### src/rtl/seq_det_pkg.sv
// Shared constants and helpers for the serial pattern detector family.
package seq_det_pkg;

  localparam logic [31:0] DEFAULT_PATTERN = 32'b101;

  function automatic int clog2(input int v);
    int r;
    r = 0;
    for (int i = 0; i < 32; i++)
      if ((64'd1 << r) < 64'(v)) r++;
    return r;
  endfunction

  // fill counts 0..pat_w, so it needs pat_w+1 distinct codes
  function automatic int fill_w(input int pat_w);
    return clog2(pat_w + 1);
  endfunction

endpackage

### src/rtl/seq_detect_param_if.sv
// Bit-stream, pattern-load and status bundle for seq_detect_param.
interface seq_detect_param_if
  import seq_det_pkg::*;
#(
  parameter int PAT_W = 3,
  parameter int CNT_W = 8
);
  localparam int FILL_W = fill_w(PAT_W);

  logic              input_bit;
  logic              in_valid;
  logic [PAT_W-1:0]  pat_in;
  logic              pat_load;
  logic              cnt_clr;
  logic              output_bit;
  logic [FILL_W-1:0] fill;
  logic [CNT_W-1:0]  match_count;

  modport master (
    output input_bit, in_valid, pat_in, pat_load, cnt_clr,
    input  output_bit, fill, match_count
  );

  modport slave (
    input  input_bit, in_valid, pat_in, pat_load, cnt_clr,
    output output_bit, fill, match_count
  );
endinterface

### src/rtl/seq_detect_param_sat_counter.sv
// Saturating up-counter with synchronous clear taking priority over increment.
module sat_counter #(
  parameter int CNT_W = 8
) (
  input  logic             clk,
  input  logic             rst_n,
  input  logic             inc,
  input  logic             clr,
  output logic [CNT_W-1:0] cnt
);
  logic [CNT_W-1:0] cnt_q, cnt_d;

  always_comb begin
    cnt_d = cnt_q;
    if (clr)                      cnt_d = '0;
    else if (inc && cnt_q != '1)  cnt_d = cnt_q + 1'b1;
  end

  always_ff @(posedge clk or negedge rst_n)
    if (!rst_n) cnt_q <= '0;
    else        cnt_q <= cnt_d;

  assign cnt = cnt_q;
endmodule

### src/rtl/seq_detect_param.sv
// Runtime-programmable serial pattern detector; match state is implied by fill
// (0 = empty, <PAT_W = filling, PAT_W = armed).
module seq_detect_param
  import seq_det_pkg::*;
#(
  parameter int               PAT_W   = 3,
  parameter logic [PAT_W-1:0] PATTERN = DEFAULT_PATTERN[PAT_W-1:0],
  parameter int               OVERLAP = 1,
  parameter int               CNT_W   = 8
) (
  input  logic               clk,
  input  logic               rst_n,
  seq_detect_param_if.slave  bus
);
  localparam int                FILL_W   = fill_w(PAT_W);
  localparam logic [FILL_W-1:0] FILL_MAX = FILL_W'(PAT_W);

  logic [PAT_W-1:0]  pat_q, pat_d;
  logic [PAT_W-1:0]  hist_q, hist_d;
  logic [FILL_W-1:0] fill_q, fill_d;
  logic              out_q, out_d;
  logic [PAT_W-1:0]  hist_shift;
  logic [FILL_W-1:0] fill_inc;
  logic              match;

  always_comb begin
    hist_shift = {hist_q[PAT_W-2:0], bus.input_bit};
    fill_inc   = (fill_q == FILL_MAX) ? fill_q : fill_q + 1'b1;
    pat_d      = pat_q;
    hist_d     = hist_q;
    fill_d     = fill_q;
    out_d      = out_q;
    match      = 1'b0;
    // A load discards the bit presented in the same cycle
    if (bus.pat_load) begin
      pat_d  = bus.pat_in;
      hist_d = '0;
      fill_d = '0;
      out_d  = 1'b0;
    end else if (bus.in_valid) begin
      match = (hist_shift == pat_q) && (fill_inc == FILL_MAX);
      out_d = match;
      if (match && OVERLAP == 0) begin
        hist_d = '0;
        fill_d = '0;
      end else begin
        hist_d = hist_shift;
        fill_d = fill_inc;
      end
    end
  end

  always_ff @(posedge clk or negedge rst_n)
    if (!rst_n) begin
      pat_q  <= PATTERN;
      hist_q <= '0;
      fill_q <= '0;
      out_q  <= 1'b0;
    end else begin
      pat_q  <= pat_d;
      hist_q <= hist_d;
      fill_q <= fill_d;
      out_q  <= out_d;
    end

  sat_counter #(.CNT_W(CNT_W)) u_cnt (
    .clk   (clk),
    .rst_n (rst_n),
    .inc   (match),
    .clr   (bus.cnt_clr),
    .cnt   (bus.match_count)
  );

  assign bus.output_bit = out_q;
  assign bus.fill       = fill_q;
endmodule

### src/flat_wrapper.sv
// flat-port wrapper written by rule: the top's interface ports become plain ports
module seq_detect_param_flat import seq_det_pkg::*;
#(
  parameter int               PAT_W   = 3,
  parameter logic [PAT_W-1:0] PATTERN = DEFAULT_PATTERN[PAT_W-1:0],
  parameter int               OVERLAP = 1,
  parameter int               CNT_W   = 8
)
  (clk, rst_n, bus_input_bit, bus_in_valid, bus_pat_in, bus_pat_load, bus_cnt_clr, bus_output_bit, bus_fill, bus_match_count);
  seq_detect_param_if #(.PAT_W(PAT_W), .CNT_W(CNT_W)) bus_i ();
  input  logic clk;
  input  logic rst_n;
  input wire logic [$bits(bus_i.input_bit)-1:0] bus_input_bit;
  input wire logic [$bits(bus_i.in_valid)-1:0] bus_in_valid;
  input wire logic [$bits(bus_i.pat_in)-1:0] bus_pat_in;
  input wire logic [$bits(bus_i.pat_load)-1:0] bus_pat_load;
  input wire logic [$bits(bus_i.cnt_clr)-1:0] bus_cnt_clr;
  output wire logic [$bits(bus_i.output_bit)-1:0] bus_output_bit;
  output wire logic [$bits(bus_i.fill)-1:0] bus_fill;
  output wire logic [$bits(bus_i.match_count)-1:0] bus_match_count;
  assign bus_i.input_bit = bus_input_bit;
  assign bus_i.in_valid = bus_in_valid;
  assign bus_i.pat_in = bus_pat_in;
  assign bus_i.pat_load = bus_pat_load;
  assign bus_i.cnt_clr = bus_cnt_clr;
  assign bus_output_bit = bus_i.output_bit;
  assign bus_fill = bus_i.fill;
  assign bus_match_count = bus_i.match_count;
  seq_detect_param #(.PAT_W(PAT_W), .PATTERN(PATTERN), .OVERLAP(OVERLAP), .CNT_W(CNT_W)) u_core (.clk(clk), .rst_n(rst_n), .bus(bus_i));
endmodule
### config.mk
export PLATFORM = sky130hd
export DESIGN_NAME = seq_detect_param_flat
export DESIGN_NICKNAME = d
export VERILOG_FILES = /design/src/rtl/seq_det_pkg.sv /design/src/rtl/seq_detect_param_if.sv /design/src/rtl/seq_detect_param_sat_counter.sv /design/src/rtl/seq_detect_param.sv /design/src/flat_wrapper.sv
export SDC_FILE = /design/constraint.sdc
export NUM_CORES = 1
export LEC_CHECK = 0
export ABC_AREA = 1
export CAP_MARGIN = 0
export CORE_ASPECT_RATIO = 0.9
export CORE_MARGIN = 8
export CORE_UTILIZATION = 50
export DETAILED_ROUTE_END_ITERATION = 12
export PLACE_DENSITY = 0.78
export SETUP_SLACK_MARGIN = 0.02
export SYNTH_ARGS = -nofsm -noshare
export SYNTH_HDL_FRONTEND = slang
export SYNTH_SLANG_ARGS = --single-unit
### constraint.sdc
create_clock -name clk -period 1.8 [get_ports clk]
set_clock_uncertainty 0.15 [all_clocks]
set_input_delay 0.36 -clock clk [delete_from_list [all_inputs] [get_ports clk]]
set_output_delay 0.36 -clock clk [all_outputs]
set_load 0.01 [all_outputs]
==> qor.yml, run 1 <==
yosys.area.top_type: "dfrtp_1"
ys_warn_count: 0
max_stage_delay_ns: 0.55
die_w_um: 63.0
grt_use_total_pct: 13.3
setup_viol: 0
fin_tns_setup_ns: 0
crit_end: "bus_fill[1]"
fmax_ghz: 0.578
dr.pass1.iters: 4
gp_congestion: 0.826
grt_max_degree: 17
root_buffer: "clkbuf_4"
finalCritPeriodShare_pct: 96.2
slew_violations: 0
period_needed_ns: 1.73
relSlewSlack_pct: 72.2
crit_path_start_kind: "flip-flop"
hold_viol: 0
drv_cap: 0
path_buf_inv: 1
grt_pass1_wl_um: 3910
drtIter0Drc: 40
post_drt_via_cell_ratio: 4.83
setup_ws_ns: 0.0692
cp_max_fo: 3
insertion_delay_ns: 0.29
cts_tree: "built"
die-area_um2: 3670
status: "complete, no violations"
power_leakage_nw: 0.616
place_ws_ns: -0.0352
worst_setup_path_end_kind: "output port"
min_path_type: "in2async"
fin_total_pwr_uw: 766
clockBufferDepth: 2
start_util_pct: 52.3
syn_nets: 136
synth_top_area_share_pct: 35.3
grt_overflow: 0
postSynthCellCount: 126
htree_levels: 1
syn2layout_area_growth_pct: 32.0
post-place-cells: 174
vias: 884
hpwl_um: 1680
ir_worst_vdd_mv: 0.440
layout-drive-gt1-share_pct: 30.4
synth_area_um2: 992
post_synth.cell_area_avg_um2: 7.87
stdcell_count: 183
cts_sinks: 16
r2r_slack_ns: 0.14
fin_nets: 170
clkTransAtPathRegs_ns: 0.09
final_cell_mix: "31 x nand2_1, 18 x nand2_2, 15 x clkdlybuf4s50_1, 14 x nand3_1, 13 x nor2_1"
mostFrequentLayoutCell: "nand2_1"
powerDensity_nw_per_um2: 585
io_buffers: 19
path_cells: "clkdlybuf4s50_1"
numCtsBuffers: 3
startpoint: "u_core.bus.fill[1]"
synth_area_leaders: "dfrtp_1 35%, nand2_1 12%, nand2_2 11%"
r2r_end: "u_core.u_cnt.cnt[0]"
wl_per_cell_um: 12.8
rr_startpoint: "u_core.u_cnt.cnt[0]"
cp_num_cells: 1
ys_seq_area_share_pct: 40.6
antenna_left: 0
ys_seq_elements: 16
grt_setup_unrepaired: "false"
reg2regPathDepth: 9
worstMarginPinSlew_ns: 0.416
fp.dieH_um: 58.3
ios: 20
cpLargestDelayFamily: "buffers and inverters"
remaining_drc_errors: 0
antenna_found_initial: 0
rows: 15
drt_wl_total_um: 2350
slowest_stage: "clkdlybuf4s50_1"
path_class: "reg2out"
crit_required_ns: 1.29
grt_pass1_vias: 880
worstPathArrival_ns: 1.22
core_um2: 1900
antenna_cells: 0
netlist-cell-type-count: 24
==> cell families after synthesis <==
group	after synthesis	synth area share, %
AOI/OAI and AO/OA	10	5.67
buffers and inverters	15	6.68
and+or+nand+nor	83	44.9
xor gates and xnor gates	1	0.883
adders and majority gates	1	1.26
DFF	16	40.6
==> report_power, final <==
| group | total, mW | switching (mW) | internal [mW] |
|---|---|---|---|
| Clock | 0.188 | 0.111 | 0.0778 |
| Sequential | 0.398 | 0.0151 | 0.382 |
| Combinational | 0.180 | 0.0936 | 0.0865 |
| Total | 0.766 | 0.219 | 0.547 |
==> per-stage QoR <==
step                      area (µm²)  hold WS (ns)  util, %
after floorplan                  992       -0.0856        -
after global placement          1240         0.334     65.4
after detailed placement        1240         0.339     65.4
after CTS                       1310         0.250     69.0
after global routing            1310         0.260     69.1
final                           1310         0.247     69.1
==> worst min path at each step <==
| stage | slack, ns | depth (start not counted) | from | to |
|---|---|---|---|---|
| final | 0.25 | 2 | rst_n | u_core.pat_q[1] |
| after global routing | 0.26 | 2 | rst_n | u_core.pat_q[1] |
| after CTS | 0.25 | 2 | rst_n | u_core.pat_q[1] |
| after detailed placement | 0.34 | 1 | u_core.bus.fill[0] | u_core.bus.fill[0] |
| after global placement | 0.33 | 2 | u_core.pat_q[2] | u_core.pat_q[2] |
| after floorplan | -0.09 | 0 | rst_n | u_core.bus.fill[0] |
==> cell usage after synthesis (all sizes together) <==
cell type	instances
nand2	50
nand3	16
nor2	16
dfrtp	14
inv	14
o21ai	6
dfstp	2
o21bai	2
a21oi	1
a31oi	1
buf	1
ha	1
nor3b	1
xnor2	1
==> registers in the layout (all words and copies together), names as in the netlist <==
signal and cells:
u_core.pat_q 3, u_core.hist_q 2, u_core.bus.fill 2, u_core.bus.output_bit 1, u_core.u_cnt.cnt 8
==> metal layers <==
| metal | GRT usage (%) | vias up | routed length, µm |
|---|---|---|---|
| li1 | - | 460 | - |
| met3 | 3.65 | 5 | 124 |
| met5 | 0 | - | 0 |
| met1 | 15.5 | 397 | 1060 |
| met2 | 22.3 | 22 | 1130 |
| met4 | 6.49 | 0 | 31 |
==> layout make-up <==
type,count,area (µm²)
clock buffer,3,22.5
fill,156,586
inverter,14,55.1
multi-input combinational,95,523
sequential,16,407
tap,25,31.3
timing repair buffer,30,272
==> timing repair <==
action / 4_1_cts / 5_1_grt
setup endpoints to repair: 7 / 1
resized for setup: 6 / 1
buffers inserted: 6 / 0
pin swaps: 0 / 0
hold buffers: 0 / 0
Power figures use the tool's default switching activity.
==> inputs of run 2 (changes only) <==
Settings changed: CAP_MARGIN 0 to 20, TNS_END_PERCENT set to 50.
==> run 2 against run 1 <==
Register-to-register slack about the same. Design area decreased by 2.6%. Sequential cell count unchanged. Count of clock-buffer cells in the layout unchanged. Total power decreased by 1.9%. Final cell count decreased by 2.2%. Global-route usage decreased by 0.28 points. Utilization decreased by 1.8 points. Hold slack got worse by 0.0026 ns. Critical path depth unchanged. Die area unchanged. Non-clock buffer count decreased by 4.
==> qor.yml, run 2 (synthesis results as in run 1) <==
slowest_stage: "clkdlybuf4s50_1"
rr_startpoint: "u_core.u_cnt.cnt[0]"
min_path_type: "in2async"
grt_max_degree: 17  # unchanged
fin_nets: 166  # -2.4%
io_buffers: 19  # unchanged
hold_ws_ns: 0.245  # -0.00262 ns
post-place-cells: 174  # unchanged
fin_tns_setup_ns: 0  # unchanged
ctsHoldBuffers: 0  # unchanged
status: "complete, no violations"
r2r_end: "u_core.u_cnt.cnt[0]"
pwr-share-comb_pct: 21.6  # -1.9 points
drv_cap: 0  # unchanged
syn2layout_area_growth_pct: 28.6
max_stage_delay_ns: 0.55  # about the same
clkTransAtPathRegs_ns: 0.09  # about the same
worstMarginPinSlew_ns: 0.422  # +0.00603 ns
start_util_pct: 52.3  # unchanged
path_buf_inv: 1  # unchanged
path_class: "reg2out"
remaining_drc_errors: 0  # unchanged
clockBufferDepth: 2  # unchanged
grt_use_total_pct: 13.1  # -0.28 points
numCtsBuffers: 3  # unchanged
relSlewSlack_pct: 71.8  # -0.40 points
ios: 20  # unchanged
pwr-share-seq_pct: 53.2  # +1.3 points
crit_required_ns: 1.29  # about the same
reg2regPathDepth: 9  # unchanged
grt_pass1_vias: 862  # -2.0%
dr.pass1.iters: 4  # unchanged
cts_tree: "built"
crit_path_start_kind: "flip-flop"
worstPathArrival_ns: 1.22  # about the same
cts_sinks: 16  # unchanged
stdcell_count: 179  # -2.2%
worst_setup_path_end_kind: "output port"
post_drt_via_cell_ratio: 4.89  # +1.3%
gp_congestion: 0.826  # unchanged
finalCritPeriodShare_pct: 96.2  # about the same
multi_input_area_um2: 523  # unchanged
antenna_found_initial: 0  # unchanged
powerDensity_nw_per_um2: 589  # +0.73%
slew_violations: 0  # unchanged
cp_max_fo: 3  # unchanged
fp.dieH_um: 58.3  # unchanged
dpl_cell_area_um2: 1240  # unchanged
period_needed_ns: 1.73  # +0.0000269 ns
cpLargestDelayFamily: "buffers and inverters"
antenna_cells: 0  # unchanged
die-area_um2: 3670  # unchanged
p_sw_uw: 216  # -1.4%
antenna_left: 0  # unchanged
drt_wl_total_um: 2210  # -5.6%
fin_total_pwr_uw: 752  # -1.9%
grt_pass1_wl_um: 3840  # -1.6%
intPower_uw: 536  # -2.0%
vias: 876  # -0.90%
die_w_um: 63.0  # unchanged
switching_share_pct: 28.8  # +0.13 points
p_clk_share_pct: 25.2  # +0.6 points
final_cell_area_um2: 1280  # -2.6%
core_um2: 1900  # unchanged
rows: 15  # unchanged
drtIter0Drc: 37  # -7.5%
insertion_delay_ns: 0.29  # about the same
grt_setup_unrepaired: "false"
fillers: 158  # +1.3%
setup_viol: 0  # unchanged
largest_reg_flops: 8  # unchanged
mostFrequentLayoutCell: "nand2_1"
r2r_slack_ns: 0.15  # about the same
ir_worst_vdd_mv: 0.415  # -5.7%
final_cell_mix: "31 x nand2_1, 18 x nand2_2, 14 x nand3_1, 13 x nor2_1, 12 x clkdlybuf4s50_1"
power_leakage_nw: 0.608  # -1.3%
grt_overflow: 0  # unchanged
wl_per_cell_um: 12.4  # -3.5%
fmax_ghz: 0.578  # about the same
root_buffer: "clkbuf_4"
hold_viol: 0  # unchanged
path_cells: "clkdlybuf4s50_1"
hpwl_um: 1680  # unchanged
htree_levels: 1  # unchanged
final-seq-area_um2: 407  # unchanged
layout-drive-gt1-share_pct: 28.6  # -1.8 points
==> run 2: cell types whose count changed in the layout (fill, tap and decap cells not counted), sizes merged <==
cell,change
buf,-4
clkdlybuf4s50,-3
dlygate4sd2,+3
==> run 2: worst max path at each step <==
stage / from / end / cells past startpoint
floorplan: u_core.u_cnt.cnt[0] / u_core.u_cnt.cnt[0] / 8
global placement: bus_input_bit / u_core.u_cnt.cnt[7] / 8
detailed placement: bus_input_bit / u_core.u_cnt.cnt[5] / 8
CTS: u_core.bus.fill[1] / bus_fill[1] / 1
global route: u_core.bus.fill[1] / bus_fill[1] / 1
finish: u_core.bus.fill[1] / bus_fill[1] / 1
==> run 2: layer usage <==
layer | GRT usage [%] | vias to the layer above | wire length, µm
li1 | - | 455 | -
met1 | 15.2 | 393 | 1010
met2 | 21.6 | 23 | 1050
met3 | 3.65 | 5 | 124
met4 | 6.49 | 0 | 34
met5 | 0 | - | 0
==> run 2: area by class of cell <==
type                       count  area share [%]
inverter                      14            4.31
tap                           25            2.45
timing repair buffer          26            18.6
sequential                    16            31.9
clock buffer                   3            1.76
multi-input combinational     95            41.0
==> run 2: per-stage QoR <==
stage          utilization [%]  setup WS [ns]
6_report                  67.3         0.0692
5_1_grt                   67.3         0.0380
4_1_cts                   67.2         0.0592
3_5_place_dp              65.4        -0.0352
3_3_place_gp              65.4        -0.0124
2_1_floorplan                -          0.274
==> run 2: worst register-to-register path, stage by stage, from the launching register on <==
cell and delay (ns):
dfrtp_1 0.39, buf_4 0.14, ha_1 0.21, nand2_2 0.11, nor2_2 0.06, nand2_1 0.11
nand3_4 0.16, nand2_8 0.14, nand2_2 0.06, nand2_2 0.05
==> run 2: power groups by stage <==
stage / Combinational [mW] / Clock, mW / Sequential, mW
after floorplan: 0.0824 / 0 / 0.411
after global placement: 0.154 / 0 / 0.409
after detailed placement: 0.156 / 0 / 0.410
after CTS: 0.164 / 0.190 / 0.400
after global routing: 0.181 / 0.205 / 0.403
final: 0.162 / 0.189 / 0.400
==> run 2: timing repair <==
action,in CTS,in global routing
setup buffers,2,0
endpoints found under the setup margin,7,1
gates cloned,0,0
resized for setup,9,1
==> inputs of run 3 (changes only) <==
Settings changed: ABC_AREA 1 to 0, CORE_UTILIZATION 50 to 47, PLACE_DENSITY 0.78 to 0.76.
==> run 3 against run 2 <==
Sequential cell count is the same. Register-to-register slack lost 0.14 ns. Setup slack lost 0.055 ns. First-iteration DRC count shrank 51%. Hold slack lost 0.017 ns. Design area shrank 6.5%. Final cell count shrank 23%. Clock power grew 24%. Via count shrank 16%. Largest power group unchanged.
==> qor.yml, run 3 <==
status: "complete, no violations"
grt_use_met3_pct: 4.85  # +1.2 points
io_buffers: 19  # unchanged
hpwl_um: 1480  # -12%
ys_warn_count: 0  # unchanged
layout-drive-gt1-share_pct: 27.4  # -1.1 points
min_path_type: "in2async"
power_leakage_nw: 0.597  # -1.8%
grt_use_total_pct: 13.5  # +0.45 points
post_synth.cell_area_avg_um2: 10.3  # +30%
crit_path_start_kind: "flip-flop"
period_needed_ns: 1.79  # +0.0548 ns
crit_required_ns: 1.88  # +0.59 ns
syn2layout_area_growth_pct: 45.2
slowest_stage: "dfstp_2"
synth_area_leaders: "dfrtp_1 43%, dfstp_2 6.4%, nor2_1 4.6%"
die_w_um: 60.1  # -4.6%
ys_seq_elements: 16  # unchanged
ys_seq_area_share_pct: 49.0  # +8.4 points
dpl_cell_area_um2: 1090  # -12%
grt_use_met2_pct: 22.2  # +0.55 points
hold_ws_ns: 0.227  # -0.0173 ns
finalCritPeriodShare_pct: 99.2  # +3.0 points
synth_area_um2: 822  # -17%
setup_viol: 0  # unchanged
worstPathArrival_ns: 1.87  # +0.65 ns
clkTransAtPathRegs_ns: 0.09  # about the same
fp.dieH_um: 55.7  # -4.4%
core_um2: 1660  # -12%
drv_cap: 0  # unchanged
grt_setup_unrepaired: "true"
netlist-cell-type-count: 29  # +21%
htree_levels: 1  # unchanged
synth_commonest_cells: "14 x dfrtp_1, 10 x nor2_1, 8 x nand2_1"
fillers: 123  # -22%
gp_congestion: 0.783  # -5.2%
grt_pass1_vias: 738  # -14%
path_buf_inv: 1  # unchanged
slew_violations: 0  # unchanged
final_cell_area_um2: 1190  # -6.5%
stdcell_count: 137  # -23%
path_class: "reg2reg"
insertion_delay_ns: 0.29  # about the same
grt_util_met1_pct: 15.1  # -0.16 points
synth_top_area_share_pct: 42.6  # +7.3 points
drt_wl_total_um: 2060  # -6.8%
die-area_um2: 3350  # -8.8%
drtIter0Drc: 18  # -51%
post-place-cells: 129  # -26%
synth_ff_type: "dfrtp_1"
ir_worst_vdd_mv: 0.494  # +19%
synth_edf_count: 0  # unchanged
rows: 14  # -1
cts_tree: "built"
synth.most_common_cell: "dfrtp_1"
grt_pass1_wl_um: 3460  # -9.9%
path_cells: "xnor2_2 -> nand4_4 -> buf_6 -> or4_1 -> nand2_1"
syn_nets: 90  # -34%
root_buffer: "clkbuf_4"
vias: 734  # -16%
wl_per_cell_um: 15.1  # +22%
cts_sinks: 16  # unchanged
hold_viol: 0  # unchanged
start_util_pct: 49.4  # -2.9 points
fin_nets: 124  # -25%
grt_overflow: 0  # unchanged
cpLargestDelayFamily: "simple AND/OR/NAND/NOR gates"
top_usage_layer: "met2"
largest_reg_flops: 8  # unchanged
antenna_cells: 0  # unchanged
fmax_ghz: 0.560  # -3.1%
final_cell_mix: "13 x buf_4, 13 x dfrtp_1, 10 x nor2_1, 9 x dlygate4sd2_1, 8 x nand2_1"
yosys.area.top_type: "dfrtp_1"
post_drt_via_cell_ratio: 5.36  # +9.5%
max_stage_delay_ns: 0.57  # +0.02 ns
powerDensity_nw_per_um2: 601  # +2.0%
worst_setup_path_end_kind: "flip-flop"
worstMarginPinSlew_ns: 0.302  # -0.120 ns
antenna_left: 0  # unchanged
postSynthCellCount: 80  # -37%
relSlewSlack_pct: 79.7  # +7.9 points
cp_max_fo: 6  # +3
final_core_util_pct: 71.7  # +4.4 points
dr.pass1.iters: 4  # unchanged
antenna_found_initial: 0  # unchanged
async_flop_share_pct: 100  # unchanged
numCtsBuffers: 3  # unchanged
ios: 20  # unchanged
remaining_drc_errors: 0  # unchanged
clockBufferDepth: 2  # unchanged
fin_tns_setup_ns: 0  # unchanged
grt_max_degree: 17  # unchanged
## run 3: cell type report
type | count | area (µm²) | share of cell area [%]
repair buffers | 33 | 295 | 24.7
multi-input cells | 56 | 413 | 34.6
clock buffers | 4 | 36.3 | 3.04
flip-flops and latches | 16 | 404 | 33.9
well taps | 24 | 30.0 | 2.52
inverters | 4 | 15.0 | 1.26
## run 3: kinds of logic (layout without fill, tap and decap cells)
family | Yosys count | after routing | share of synthesized area [%]
multiplexers | 7 | 7 | 9.13
AO/OA/AOI/OAI | 13 | 13 | 10.8
buffers and inverters | 8 | 41 | 4.87
AND/OR/NAND/NOR | 32 | 32 | 21.5
flip-flops | 16 | 16 | 49.0
XOR/XNOR | 3 | 3 | 3.20
adder cells (fa/ha/maj) | 1 | 1 | 1.52
## run 3: per-layer routing
layer  up-vias  share of wire (%)  wire length [µm]
li1        355                  -                 -
met1       352                 42               867
met2        23                 51              1050
met3         4                5.5               113
met4         0                1.4                29
met5         -                  0                 0
## run 3: what timing repair did
item,4_1_cts,5_1_grt
endpoints found under the setup margin,14,9
pin swaps,4,2
setup buffers,3,1
hold buffers,0,0
endpoints found under the hold margin,0,0
gates resized for setup,14,6
## run 3: through the flow
stage / setup slack [ns] / power (mW)
4_1_cts: 0.0170 / 0.719
5_1_grt: -0.0349 / 0.753
6_report: 0.0144 / 0.718
3_3_place_gp: -0.341 / 0.478
2_1_floorplan: 0.0817 / 0.434
3_5_place_dp: -0.386 / 0.482
## run 3: worst reg2reg max path, delay by kind of cell, from the launching register on
| kind | cells | cell delay, ns |
|---|---|---|
| AND/OR/NAND/NOR | 3 | 0.73 |
| flip-flops | 1 | 0.57 |
| buffers and inverters | 1 | 0.16 |
| XOR/XNOR | 1 | 0.13 |
## run 3: power by group
group	switching, mW	internal [mW]
clock	0.111	0.123
combinational	0.0414	0.0536
sequential	0.0137	0.375
## run 3: path summary, 6_finish.rpt
path,cells past startpoint,from,slack (ns),endpoint
hold / removal,2,rst_n,0.23,u_core.hist_q[0]
hold reg to reg,2,u_core.bus.output_bit,0.34,u_core.bus.output_bit
min in group clk,2,u_core.bus.output_bit,0.34,u_core.bus.output_bit
setup / recovery,5,u_core.pat_q[2],0.01,u_core.u_cnt.cnt[6]
setup reg to reg,5,u_core.pat_q[2],0.01,u_core.u_cnt.cnt[6]
max in group asynchronous,2,rst_n,1.03,u_core.pat_q[0]
